--- config.mk ---
export PLATFORM = sky130hd
export DESIGN_NAME = downcount_mmss
export DESIGN_NICKNAME = d
export VERILOG_FILES = /design/src/rtl/downcount_mmss.sv
export SDC_FILE = /design/constraint.sdc
export NUM_CORES = 1
export LEC_CHECK = 0
export CORE_MARGIN = 8
export CORE_UTILIZATION = 46
export DETAILED_ROUTE_END_ITERATION = 7
export PLACE_DENSITY_LB_ADDON = 0.05
export SYNTH_ARGS = -nofsm -noshare
export SYNTH_HDL_FRONTEND = slang
export SYNTH_SLANG_ARGS = --single-unit
--- constraint.sdc ---
create_clock -name Clock -period 2.61 [get_ports Clock]
set_clock_uncertainty 0.05 [all_clocks]
set_input_delay 0.3915 -clock Clock [delete_from_list [all_inputs] [get_ports Clock]]
set_output_delay 0.3915 -clock Clock [all_outputs]
set_load 0.02 [all_outputs]
--- src/rtl/downcount_mmss.sv ---
// MM:SS BCD countdown timer with load/start/stop control and optional auto-reload on expiry.
// Count and preset are held as four BCD digits; Done and LoadErr are registered one-cycle pulses.
module downcount_mmss #(
   parameter bit AUTO_RELOAD = 1'b0
) (
   input  logic        Clock,
   input  logic        Reset,
   input  logic        Enable,
   input  logic        Load,
   input  logic [15:0] LoadValue,
   input  logic        Start,
   input  logic        Stop,
   output logic [3:0]  MinT,
   output logic [3:0]  MinU,
   output logic [3:0]  SecT,
   output logic [3:0]  SecU,
   output logic        Running,
   output logic        Expired,
   output logic        Done,
   output logic        LoadErr
);

   typedef enum logic [1:0] {IDLE, RUN, PAUSE, EXPIRED} state_t;

   state_t      state;
   logic [15:0] count;
   logic [15:0] preset;
   logic [15:0] dec_count;
   logic        dec_zero;
   logic        load_ok;
   logic        borrow_su;
   logic        borrow_st;
   logic        borrow_mu;

   assign load_ok = (LoadValue[15:12] <= 4'd9) && (LoadValue[11:8] <= 4'd9) &&
                    (LoadValue[7:4]   <= 4'd5) && (LoadValue[3:0]  <= 4'd9);

   // One-second decrement: each digit wraps and borrows from the next only when it is zero.
   always_comb begin
      // NOTE: every always_comb output gets a default first so no path can infer a latch.
      dec_count = count;
      borrow_su = (count[3:0] == 4'd0);
      borrow_st = borrow_su && (count[7:4] == 4'd0);
      borrow_mu = borrow_st && (count[11:8] == 4'd0);
      dec_count[3:0] = borrow_su ? 4'd9 : count[3:0] - 4'd1;
      if (borrow_su) begin
         dec_count[7:4] = (count[7:4] == 4'd0) ? 4'd5 : count[7:4] - 4'd1;
      end
      if (borrow_st) begin
         dec_count[11:8] = (count[11:8] == 4'd0) ? 4'd9 : count[11:8] - 4'd1;
      end
      if (borrow_mu) begin
         dec_count[15:12] = count[15:12] - 4'd1;
      end
   end

   assign dec_zero = (dec_count == 16'h0000);

   always_ff @(posedge Clock or posedge Reset) begin
      if (Reset) begin
         // NOTE: non-blocking assignments so every register sees pre-edge values of the others.
         state   <= IDLE;
         count   <= 16'h0000;
         preset  <= 16'h0000;
         Done    <= 1'b0;
         LoadErr <= 1'b0;
      end else begin
         Done    <= 1'b0;
         LoadErr <= 1'b0;
         case (state)
            IDLE: begin
               if (Load) begin
                  if (load_ok) begin
                     count  <= LoadValue;
                     preset <= LoadValue;
                  end else begin
                     LoadErr <= 1'b1;
                  end
               end else if (Start && !Stop) begin
                  if (count == 16'h0000) begin
                     state <= EXPIRED;
                     Done  <= 1'b1;
                  end else begin
                     state <= RUN;
                  end
               end
            end
            RUN: begin
               if (Stop) begin
                  state <= PAUSE;
               end else if (Enable) begin
                  if (!dec_zero) begin
                     count <= dec_count;
                  end else begin
                     Done <= 1'b1;
                     if (AUTO_RELOAD && (preset != 16'h0000)) begin
                        count <= preset;
                     end else begin
                        count <= 16'h0000;
                        state <= EXPIRED;
                     end
                  end
               end
            end
            PAUSE, EXPIRED: begin
               if (Load) begin
                  if (load_ok) begin
                     count  <= LoadValue;
                     preset <= LoadValue;
                     state  <= IDLE;
                  end else begin
                     LoadErr <= 1'b1;
                  end
               end else if ((state == PAUSE) && Start && !Stop) begin
                  state <= RUN;
               end
            end
            default: state <= IDLE;
         endcase
      end
   end

   assign {MinT, MinU, SecT, SecU} = count;
   assign Running = (state == RUN);
   assign Expired = (state == EXPIRED);

endmodule

==> flow_summary_export.csv <==
group,metric,value,unit
finish,nFillCells,248,
placement,port_buffers,41,
synth,synth_edf_count,0,
global_route,grt_max_degree,26,
sta,holdWs,0.465,ns
route,totalWireLength,3790,um
sta,fin_crit_sh,0.863,
setup_path,path_class,"register to register",
placement,dp_cells,232,
global_route,grt_pass1_wl,6320,um
route,drc,0,
synth,syn_nets,189,
finish,layout.nets,230,
clock_network,clock_sinks,20,
finish,syn_to_final_growth,34.3,%
synth,yosys_warnings,0,
clock_network,cts_resized,0,
placement,place.gp.congestion,0.819,
clock_network,ctsHoldBuffers,0,
clock_network,postCtsSetupBuffers,0,
route,num_vias,1439,
sta,worst_pin_slew,0.800,ns
die,die-width,70.4,um
setup_path,crit_slowest_cell,"or4_4",
pwr,ir_drop,0.790,mV
setup_path,critical_path.max_stage_delay,0.60,ns
finish,instances_no_fill,236,
finish,num_antenna_cells,0,
setup_path,start_kind,"register",
setup_path,crit_path_cell_trace,"or4_4 > nor4_4 > a31oi_1 > nor3_1 > a22o_1",
route,ant_nets,0,
setup_path,worst-path-buf-inv,0,
setup_path,crit_fanout,10,
flow_run,cap_violations,0,
sta,max_freq,0.444,GHz
setup_path,cp.depth,5,
route,drt-pass1-iter-count,4,
synth,async_reset_ff_frac,1.00,
placement,hpwl,2870,um
sta,setup_viol_count_final,0,
route,vias_per_cell,6.10,
sta,rsz0062_at_grt,"false",
synth,synthCells,165,
run_status,status,"complete, no violations",
synth,synth.distinct_cells,47,
clock_network,numCtsBuffers,3,
global_route,grt_remaining_overflow,0,
finish,final_common_cell,"clkdlybuf4s50_1",
clock_network,clk_latency,0.31,ns
setup_path,worst_ep_required_time,2.82,ns
global_route,track_usage,0.150,
die,initial_core_util,0.489,
global_route,grt_pass1_vias,1353,
pwr,p_per_area,1140,mW/mm2
setup_path,reg2regPathDepth,5,
sta,setup_slack,0.357,ns
die,core.rowCount,19,
route,drtIter0Drc,82,
pwr,leakagePower,0.728,nW
sta,hold_viol,0,
finish,layout_common_cells,"41 x clkdlybuf4s50_1, 20 x dfrtp_1, 17 x nor2_1, 15 x a21oi_1, 14 x nand2_1",
sta,slew_violations,0,
clock_network,clockBufferDepth,2,
die,dieArea,0.00496,mm2
setup_path,crit_family,"simple AND/OR/NAND/NOR gates",
sta,finalSetupTns,0,ns
global_route,antenna_found_initial,0,
clock_network,cts-htree-levels,1,
synth,yosysTopAreaCellShare,0.368,
setup_path,arrival,2.46,ns
synth,synth.cell_area,0.00136,mm2
route,avgRoutedWirePerCell,16.1,um
synth,syn_area_per_cell,8.25,um2
clock_network,cts_tree,"done",
setup_path,endpoint_kind,"register",
synth,ys_seq_area_frac,0.368,
synth,synthTopCellsByArea,"dfrtp_1 37%, a21oi_1 5.5%, nor2_1 4.7%",
synth,synth_seq_cells,20,
die,die_h,70.4,um
placement,pre_cts_slack,0.274,ns
synth,synth_top_area_cell,"dfrtp_1",
sta,worst_slew_margin_rel,0.466,
clock_network,clkTransAtPathRegs,0.13,ns
clock_network,cts-root-buf,"clkbuf_4",
sta,fin_crit,2.25,ns
synth,ys.flop_type,"dfrtp_1",
die,io_pins,42,
die,coreArea,0.00278,mm2
worst_hold_path,min_path_type,"primary input to async pin",
finish,drive_above_1_share,0.0829,
where the power goes:
part | internal [mW] | total (mW) | leakage, nW | switching (mW)
registers | 0.438 | 0.637 | 0.244 | 0.199
clock network | 0.0852 | 0.190 | 0.0210 | 0.105
logic | 0.565 | 1.25 | 0.462 | 0.687
Yosys cell counts (3+ instances only):
library cell   n
dfrtp_1       20
nor2_1        17
a21oi_1       15
nand2_1       14
o21ai_1       12
clkbuf_1       7
inv_1          6
nor3_1         6
nor4_1         6
o21ai_0        6
o22ai_1        4
nand3_1        3
nor2b_1        3
o22a_1         3
o2bb2ai_1      3
registers in the layout (all words and copies together), names as in the netlist:
register and count:
Done 1, LoadErr 1, count 16, state 2
metal layers:
| metal | global-route usage | part of all wire |
|---|---|---|
| met1 | 0.183 | 0.42 |
| met2 | 0.246 | 0.47 |
| met3 | 0.0424 | 0.099 |
| met4 | 0.0491 | 0.011 |
| met5 | 0 | 0 |
through the flow:
step	instance area [um2]	total power [mW]	utilization
4_1_cts	1830	2.09	0.657
5_1_grt	1830	2.24	0.657
2_1_floorplan	1360	1.43	-
6_report	1830	2.08	0.657
3_3_place_gp	1790	1.87	0.644
3_5_place_dp	1790	1.90	0.644
path summary, 6_finish.rpt:
| check | slack (ns) | to | from |
|---|---|---|---|
| min reg2reg | 0.51 | count[9]$_DFFE_PP0P_ | count[9]$_DFFE_PP0P_ |
| min in group Clock | 0.51 | count[9]$_DFFE_PP0P_ | count[9]$_DFFE_PP0P_ |
| max in group asynchronous | 1.54 | count[10]$_DFFE_PP0P_ | Reset |
| max | 0.36 | state[1]$_DFFE_PP0P_ | count[6]$_DFFE_PP0P_ |
| min | 0.47 | state[1]$_DFFE_PP0P_ | Reset |
| max reg2reg | 0.36 | state[1]$_DFFE_PP0P_ | count[6]$_DFFE_PP0P_ |
logic make-up after synthesis:
family / Yosys count / share of synthesized area
DFF: 20 / 0.368
adders and majority gates: 2 / 0.0184
buffers and inverters: 16 / 0.0551
AOI/OAI and AO/OA: 61 / 0.290
and+or+nand+nor: 66 / 0.269
area by class of cell:
| cell class | count | area (um2) | area share |
|---|---|---|---|
| clock buffers | 4 | 36.3 | 0.0198 |
| inverters | 7 | 26.3 | 0.0144 |
| multi-input cells | 129 | 786 | 0.430 |
| flip-flops and latches | 20 | 500 | 0.274 |
| well taps | 31 | 38.8 | 0.0212 |
| repair buffers | 45 | 440 | 0.241 |
(Power assumes the default switching activity.)
